**config.mk**
```make
export PLATFORM = sky130hd
export DESIGN_NAME = seg7_clock_core_flat
export DESIGN_NICKNAME = d
export VERILOG_FILES = /design/src/rtl/seg7_clock_if.sv /design/src/rtl/seg7_clock_core.sv /design/src/flat_wrapper.sv
export SDC_FILE = /design/constraint.sdc
export NUM_CORES = 1
export LEC_CHECK = 0
export BUFFER_PORTS_ARGS = -buffer_cell sky130_fd_sc_hd__buf_2
export CORE_UTILIZATION = 60
export CTS_BUF_LIST = sky130_fd_sc_hd__clkbuf_4 sky130_fd_sc_hd__clkbuf_8 sky130_fd_sc_hd__clkbuf_16
export CTS_CLUSTER_SIZE = 25
export DETAILED_ROUTE_END_ITERATION = 7
export GPL_ROUTABILITY_DRIVEN = 0
export PLACE_DENSITY = 0.8
export SLEW_MARGIN = 0
export SYNTH_ARGS = -nofsm -noshare
export SYNTH_HDL_FRONTEND = slang
export SYNTH_SLANG_ARGS = --single-unit
```
**constraint.sdc**
```tcl
create_clock -name clk_clk -period 2.75 [get_ports clk_clk]
set_clock_uncertainty 0.05 [all_clocks]
set_input_delay 0.825 -clock clk_clk [delete_from_list [all_inputs] [get_ports clk_clk]]
set_output_delay 0.825 -clock clk_clk [all_outputs]
set_load 0.005 [all_outputs]
```
**src/rtl/seg7_clock_if.sv**
```systemverilog
// Bundles the run/set/inc controls and the display/status outputs of seg7_clock_core.
// HOUR12_MODE_EN adds the pm flag.
interface seg7_clock_if #(
  parameter int NUM_DIGITS = 6
);
  logic                    run;
  logic                    set_req;
  logic                    inc;
  logic [7*NUM_DIGITS-1:0] seg_export;
  logic                    tick_1hz;
  logic                    day_wrap;
  logic                    editing;
`ifdef HOUR12_MODE_EN
  logic                    pm;
`endif

  modport master (
    output run, set_req, inc,
`ifdef HOUR12_MODE_EN
    input  pm,
`endif
    input  seg_export, tick_1hz, day_wrap, editing
  );

  modport slave (
    input  run, set_req, inc,
`ifdef HOUR12_MODE_EN
    output pm,
`endif
    output seg_export, tick_1hz, day_wrap, editing
  );
endinterface

```
**src/rtl/seg7_clock_core.sv**
```systemverilog
// HH:MM[:SS] BCD real-time clock with set mode and blinking edit field, driving 7-segment digits.
// Optional HOUR12_MODE_EN: 12-hour counting (12,01..11) with a pm flag.
//
// state   | meaning
// S_RUN   | time advances on the 1 Hz tick
// S_SET_H | editing hours, prescaler held at 0
// S_SET_M | editing minutes, prescaler held at 0
// S_SET_S | inc clears seconds, prescaler held at 0
module seg7_clock_core #(
  parameter int CLK_FREQ_HZ = 50_000_000,
  parameter int NUM_DIGITS  = 6,
  parameter bit SEG_ACT_LOW = 1'b1
) (
  input  logic        clk_clk,
  input  logic        reset_reset_n,
  seg7_clock_if.slave bus
);

  if (NUM_DIGITS != 4 && NUM_DIGITS != 6) begin : g_bad_digits
    $error("seg7_clock_core: NUM_DIGITS must be 4 or 6");
  end
  if (CLK_FREQ_HZ < 4) begin : g_bad_freq
    $error("seg7_clock_core: CLK_FREQ_HZ must be at least 4");
  end

  localparam bit HAS_SEC = (NUM_DIGITS == 6);
  localparam int OFF     = HAS_SEC ? 0 : 2;
  localparam int PW      = $clog2(CLK_FREQ_HZ);
  localparam int BLINK_H = CLK_FREQ_HZ / 4;
  localparam int BW      = $clog2(BLINK_H) + 1;
  localparam logic [PW-1:0] PRESC_TC = PW'(CLK_FREQ_HZ - 1);
  localparam logic [BW-1:0] BLINK_TC = BW'(BLINK_H - 1);
`ifdef HOUR12_MODE_EN
  localparam logic [7:0] HR_RST = 8'h12;
`else
  localparam logic [7:0] HR_RST = 8'h00;
`endif

  typedef enum logic [1:0] {S_RUN, S_SET_H, S_SET_M, S_SET_S} state_t;

  function automatic logic [6:0] enc(input logic [3:0] d);
    case (d)
      4'd0:    return 7'h3F;
      4'd1:    return 7'h06;
      4'd2:    return 7'h5B;
      4'd3:    return 7'h4F;
      4'd4:    return 7'h66;
      4'd5:    return 7'h6D;
      4'd6:    return 7'h7D;
      4'd7:    return 7'h07;
      4'd8:    return 7'h7F;
      4'd9:    return 7'h6F;
      default: return 7'h00;
    endcase
  endfunction

  // Digit slots 0..5 are s0,s1,m0,m1,h0,h1; a 4-digit build starts at m0.
  function automatic logic [7*NUM_DIGITS-1:0] render(input logic [7:0] h, input logic [7:0] m,
                                                     input logic [7:0] s, input logic [5:0] blank);
    logic [3:0]              d [6];
    logic [6:0]              g;
    logic [7*NUM_DIGITS-1:0] r;
    d[0] = s[3:0];
    d[1] = s[7:4];
    d[2] = m[3:0];
    d[3] = m[7:4];
    d[4] = h[3:0];
    d[5] = h[7:4];
    r = '0;
    for (int k = 0; k < NUM_DIGITS; k++) begin
      g = blank[k+OFF] ? 7'h00 : enc(d[k+OFF]);
      r[7*k +: 7] = SEG_ACT_LOW ? ~g : g;
    end
    return r;
  endfunction

  function automatic logic [7:0] bcd_inc(input logic [7:0] v);
    return (v[3:0] == 4'd9) ? {v[7:4] + 4'd1, 4'd0} : {v[7:4], v[3:0] + 4'd1};
  endfunction

  function automatic logic [7:0] inc_mod60(input logic [7:0] v);
    return (v == 8'h59) ? 8'h00 : bcd_inc(v);
  endfunction

  function automatic logic [7:0] hour_next(input logic [7:0] v);
`ifdef HOUR12_MODE_EN
    return (v == 8'h12) ? 8'h01 : bcd_inc(v);
`else
    return (v == 8'h23) ? 8'h00 : bcd_inc(v);
`endif
  endfunction

  localparam logic [7*NUM_DIGITS-1:0] SEG_RST = render(HR_RST, 8'h00, 8'h00, 6'b0);

  state_t                  state_q, state_d;
  logic [PW-1:0]           presc_q, presc_d;
  logic [BW-1:0]           blink_cnt_q, blink_cnt_d;
  logic                    blink_q, blink_d;
  logic [7:0]              hr_q, hr_d, min_q, min_d, sec_q, sec_d;
  logic                    tick_q, tick_d, wrap_q, wrap_d, editing_q;
  logic [7*NUM_DIGITS-1:0] seg_q, seg_d;
  logic                    running, tc;
  logic [5:0]              blank;
`ifdef HOUR12_MODE_EN
  logic                    pm_q, pm_d;
`endif

  always_comb begin
    state_d = state_q;
    hr_d    = hr_q;
    min_d   = min_q;
    sec_d   = sec_q;
    tick_d  = 1'b0;
    wrap_d  = 1'b0;
`ifdef HOUR12_MODE_EN
    pm_d    = pm_q;
`endif
    running = (state_q == S_RUN) && bus.run;
    tc      = running && (presc_q == PRESC_TC);
    presc_d = (running && !tc) ? presc_q + PW'(1) : '0;

    if (tc) begin
      tick_d = 1'b1;
      if (HAS_SEC) sec_d = inc_mod60(sec_q);
      if (!HAS_SEC || sec_q == 8'h59) begin
        min_d = inc_mod60(min_q);
        if (min_q == 8'h59) begin
          hr_d = hour_next(hr_q);
`ifdef HOUR12_MODE_EN
          if (hr_q == 8'h11) begin
            pm_d   = ~pm_q;
            wrap_d = pm_q;
          end
`else
          wrap_d = (hr_q == 8'h23);
`endif
        end
      end
    end

    // set_req has priority; a coincident inc is dropped.
    if (bus.set_req) begin
      case (state_q)
        S_RUN:   state_d = S_SET_H;
        S_SET_H: state_d = S_SET_M;
        S_SET_M: state_d = HAS_SEC ? S_SET_S : S_RUN;
        default: state_d = S_RUN;
      endcase
    end else if (bus.inc) begin
      case (state_q)
        S_SET_H: begin
          hr_d = hour_next(hr_q);
`ifdef HOUR12_MODE_EN
          if (hr_q == 8'h11) pm_d = ~pm_q;
`endif
        end
        S_SET_M: min_d = inc_mod60(min_q);
        S_SET_S: sec_d = 8'h00;
        default: ;
      endcase
    end
    if (state_d != S_RUN) presc_d = '0;

    if (blink_cnt_q == '0) begin
      blink_cnt_d = BLINK_TC;
      blink_d     = ~blink_q;
    end else begin
      blink_cnt_d = blink_cnt_q - BW'(1);
      blink_d     = blink_q;
    end

    blank = 6'b0;
    if (blink_q) begin
      case (state_q)
        S_SET_H: blank = 6'b110000;
        S_SET_M: blank = 6'b001100;
        S_SET_S: blank = 6'b000011;
        default: blank = 6'b0;
      endcase
    end
    seg_d = render(hr_q, min_q, sec_q, blank);
  end

  always_ff @(posedge clk_clk or negedge reset_reset_n) begin
    if (!reset_reset_n) begin
      state_q     <= S_RUN;
      presc_q     <= '0;
      blink_cnt_q <= BLINK_TC;
      blink_q     <= 1'b0;
      hr_q        <= HR_RST;
      min_q       <= 8'h00;
      sec_q       <= 8'h00;
      tick_q      <= 1'b0;
      wrap_q      <= 1'b0;
      editing_q   <= 1'b0;
      seg_q       <= SEG_RST;
`ifdef HOUR12_MODE_EN
      pm_q        <= 1'b0;
`endif
    end else begin
      state_q     <= state_d;
      presc_q     <= presc_d;
      blink_cnt_q <= blink_cnt_d;
      blink_q     <= blink_d;
      hr_q        <= hr_d;
      min_q       <= min_d;
      sec_q       <= sec_d;
      tick_q      <= tick_d;
      wrap_q      <= wrap_d;
      editing_q   <= (state_d != S_RUN);
      seg_q       <= seg_d;
`ifdef HOUR12_MODE_EN
      pm_q        <= pm_d;
`endif
    end
  end

  assign bus.seg_export = seg_q;
  assign bus.tick_1hz   = tick_q;
  assign bus.day_wrap   = wrap_q;
  assign bus.editing    = editing_q;
`ifdef HOUR12_MODE_EN
  assign bus.pm         = pm_q;
`endif

endmodule

```
**src/flat_wrapper.sv**
```systemverilog
// flat-port wrapper written by rule: the top's interface ports become plain ports
module seg7_clock_core_flat 
#(
  parameter int CLK_FREQ_HZ = 50_000_000,
  parameter int NUM_DIGITS  = 6,
  parameter bit SEG_ACT_LOW = 1'b1
)
  (clk_clk, reset_reset_n, bus_run, bus_set_req, bus_inc, bus_seg_export, bus_tick_1hz, bus_day_wrap, bus_editing);
  seg7_clock_if #(.NUM_DIGITS(NUM_DIGITS)) bus_i ();
  input  logic clk_clk;
  input  logic reset_reset_n;
  input wire logic [$bits(bus_i.run)-1:0] bus_run;
  input wire logic [$bits(bus_i.set_req)-1:0] bus_set_req;
  input wire logic [$bits(bus_i.inc)-1:0] bus_inc;
  output wire logic [$bits(bus_i.seg_export)-1:0] bus_seg_export;
  output wire logic [$bits(bus_i.tick_1hz)-1:0] bus_tick_1hz;
  output wire logic [$bits(bus_i.day_wrap)-1:0] bus_day_wrap;
  output wire logic [$bits(bus_i.editing)-1:0] bus_editing;
  assign bus_i.run = bus_run;
  assign bus_i.set_req = bus_set_req;
  assign bus_i.inc = bus_inc;
  assign bus_seg_export = bus_i.seg_export;
  assign bus_tick_1hz = bus_i.tick_1hz;
  assign bus_day_wrap = bus_i.day_wrap;
  assign bus_editing = bus_i.editing;
  seg7_clock_core #(.CLK_FREQ_HZ(CLK_FREQ_HZ), .NUM_DIGITS(NUM_DIGITS), .SEG_ACT_LOW(SEG_ACT_LOW)) u_core (.clk_clk(clk_clk), .reset_reset_n(reset_reset_n), .bus(bus_i));
endmodule
```
==> results.ini <==
[flow_run]
maxCapViolCount=0

[power]
p_leak_uw=0.00319
ir_worst_vdd_uv=386
p_per_area_nw_per_um2=845

[floorplanning]
rows=37
pin_count=50
core_sq_um=10300
die_width_um=105
die_area_sq_um=11000
die_y_um=105
initial_utilization_pct=61.7

[yosys]
seq_area_frac_synth_pct=49.0
synth.avg_cell_area_sq_um=9.97
yosysWarningCount=0
ys_seq_elements=123
synth-edff-count=0
synthDistinctLibCells=58
netlist.area_leader.share_pct=39.9
syn-cell-area_sq_um=6340
synthTopCellsByArea=dfrtp_1 40%, dfstp_2 9.1%, ha_1 9.1%
synthArstFlopShare_pct=100
yosys.area.top_type=dfrtp_1
synth_cells=636
synth_flop_cell=dfrtp_1
synth_nets=687

[sta]
setup_viol=0
rsz0062_at_grt=no
fin_crit_sh_pct=95.2
fin_tns_setup_ns=0
hold_ws_ns=0.179
max_freq_mhz=382
relSlewSlack_pct=55.9
max_slew.worst_pin.slew_ns=0.656
period_minus_slack_ns=2.62
drv_slew=0
final_hold_viol_count=0

[drt]
met1Wirelength_um=5630
routed_wl_um=13200
drc=0
dr_wl_met3_um=686
vias_per_cell=5.80
wl_per_cell_um=15.8
drt_iter0_drc=271
antenna_left=0
top_layer=met4
vias=4854
first_pass_iters=5
dr_wl_met2_um=6780

[layout]
diodes=0
area_growth_syn_to_layout_pct=14.9
fill_cells=739
drive_above_1_share_pct=17.0
nNetsFinal=741

[cts]
clock-root-buffer=clkbuf_8
clockBufferDepth=2
htreeDepth=4
postCtsHoldBufs=0
clkSinkCount=123
cts_resized=0
clk_latency_ns=0.53
cts_setup_buffers=0
numCtsBuffers=17
cts_tree=yes
clk_pin_slew_ns=0.05

[setup_path]
required_ns=3.08
path_cells=or4b_1 > nor4_1 > and2_1 > or2_2 > nor2_1
cp_data_arrival_time_ns=2.95
cp-start-kind=flip-flop
endpoint_kind=flip-flop
crit_type=reg -> reg
cpPeakStageDelay_ns=0.56
cp_slowest_cell=or4b_1
path_max_fanout=24

[grt]
grt_overflow=0
grt_antenna_before_repair=0
grt_pass1_vias=4839
grt_max_degree=66
grt_usage_pct=26.3
grt_pass1_wl_um=23000

[placement]
dp_hpwl_um=8740
io_buffer_count=49

[outcome]
outcome=finished, final reports clean

[worst_hold_path]
hold_path.class=in -> async

==> cells by family after synthesis <==
| group | after synthesis | share of synthesized area [%] |
|---|---|---|
| AND/OR/NAND/NOR | 263 | 21.7 |
| flip-flops | 123 | 49.0 |
| AO/OA/AOI/OAI | 102 | 9.53 |
| buffers and inverters | 49 | 3.10 |
| adder cells (fa/ha/maj) | 46 | 9.07 |
| XOR/XNOR | 42 | 5.80 |
| multiplexers | 11 | 1.80 |
==> where the power goes <==
| part | switching, uW | total (uW) | internal [uW] |
|---|---|---|---|
| Combinational | 934 | 1600 | 670 |
| Sequential | 282 | 2480 | 2200 |
| Clock | 759 | 2070 | 1310 |
| Total | 1980 | 6160 | 4180 |
==> critical path, delay by kind of cell (launching register included) <==
family | cells | cell delay, ns
simple gates | 5 | 1.96
flops | 1 | 0.45
==> layout by cell type (no fill, tap or decap), drive strengths merged, types with 3 or more instances in the layout <==
cell      n
ha       46
nor3     13
or4       7
xor2     30
nand2    59
and2     12
mux2i     8
nor4      6
xnor2    12
and4      6
clkinv    4
mux2      3
nor2b    14
nand3    25
clkbuf   23
nor2     66
nand4    15
buf      56
o21ai    46
a211oi    4
nand3b    8
dfstp    22
a21oi    22
o211ai    3
dfrtp   101
or3       8
and3      9
o31ai    10
inv      28
nand2b    4
==> area by class of cell <==
class	instances	area, sq um	area share [%]
clock buffer	23	490	6.73
clock inverter	7	65.1	0.893
inverter	28	105	1.44
multi-input combinational	464	3040	41.7
sequential	123	3110	42.6
tap	136	170	2.33
timing repair buffer	56	313	4.29
==> synth_stat cells, drive strengths merged (5+ instances only) <==
library cell  number
dfstp             22
mux2i              8
o21ai             46
nor3              13
nand4             15
nand2             59
nor4               6
and4               6
inv               28
clkbuf            16
or3                8
nor2              66
buf                5
xnor2             12
or4                7
nand3             25
ha                46
nor2b             14
dfrtp            101
nand3b             8
xor2              30
o31ai             10
and3               9
a21oi             22
and2              12
==> state kept, by name, summed over array words and instances (netlist names) <==
signal and cells:
u_core.bus.seg_export 42, u_core.presc_q 26, u_core.blink_cnt_q 25, u_core.hr_q 8, u_core.min_q 8, u_core.sec_q 8, u_core.state_q 2, u_core.blink_q 1
u_core.bus.day_wrap 1, u_core.bus.editing 1, u_core.bus.tick_1hz 1
==> worst paths after layout <==
| path | depth (start not counted) | end | slack, ns | start |
|---|---|---|---|---|
| setup / recovery | 5 | u_core.presc_q[5]$_DFF_PN0_ | 0.13 | u_core.presc_q[7]$_DFF_PN0_ |
| hold / removal | 1 | u_core.bus.seg_export[30]$_DFF_PN0_ | 0.18 | reset_reset_n |
| setup reg to reg | 5 | u_core.presc_q[5]$_DFF_PN0_ | 0.13 | u_core.presc_q[7]$_DFF_PN0_ |
| hold reg to reg | 1 | u_core.blink_cnt_q[0]$_DFF_PN1_ | 0.41 | u_core.blink_cnt_q[0]$_DFF_PN1_ |
| max in group asynchronous | 2 | u_core.blink_cnt_q[20]$_DFF_PN1_ | 1.73 | reset_reset_n |
| min in group clk_clk | 1 | u_core.blink_cnt_q[0]$_DFF_PN1_ | 0.41 | u_core.blink_cnt_q[0]$_DFF_PN1_ |
==> through the flow <==
step / setup slack, ns / instance area [sq um] / std cells / utilization, % / total power [uW]
4_1_cts: 0.220 / 7290 / 837 / 70.9 / 6170
6_report: 0.132 / 7290 / 837 / 70.9 / 6160
5_1_grt: 0.0527 / 7290 / 837 / 70.9 / 6550
3_5_place_dp: 0.257 / 6730 / 807 / 65.5 / 4080
2_1_floorplan: 0.400 / 6340 / 636 / - / 3480
3_3_place_gp: 0.390 / 6730 / 807 / 65.5 / 3990
==> per-layer routing <==
layer / GRT usage [%] / vias to the layer above
met3: 7.24 / 13
met1: 33.1 / 2387
met4: 8.55 / 0
li1: - / 2309
met2: 44.1 / 145
met5: 0 / -
No activity file was read; power rests on OpenSTA's default activity.
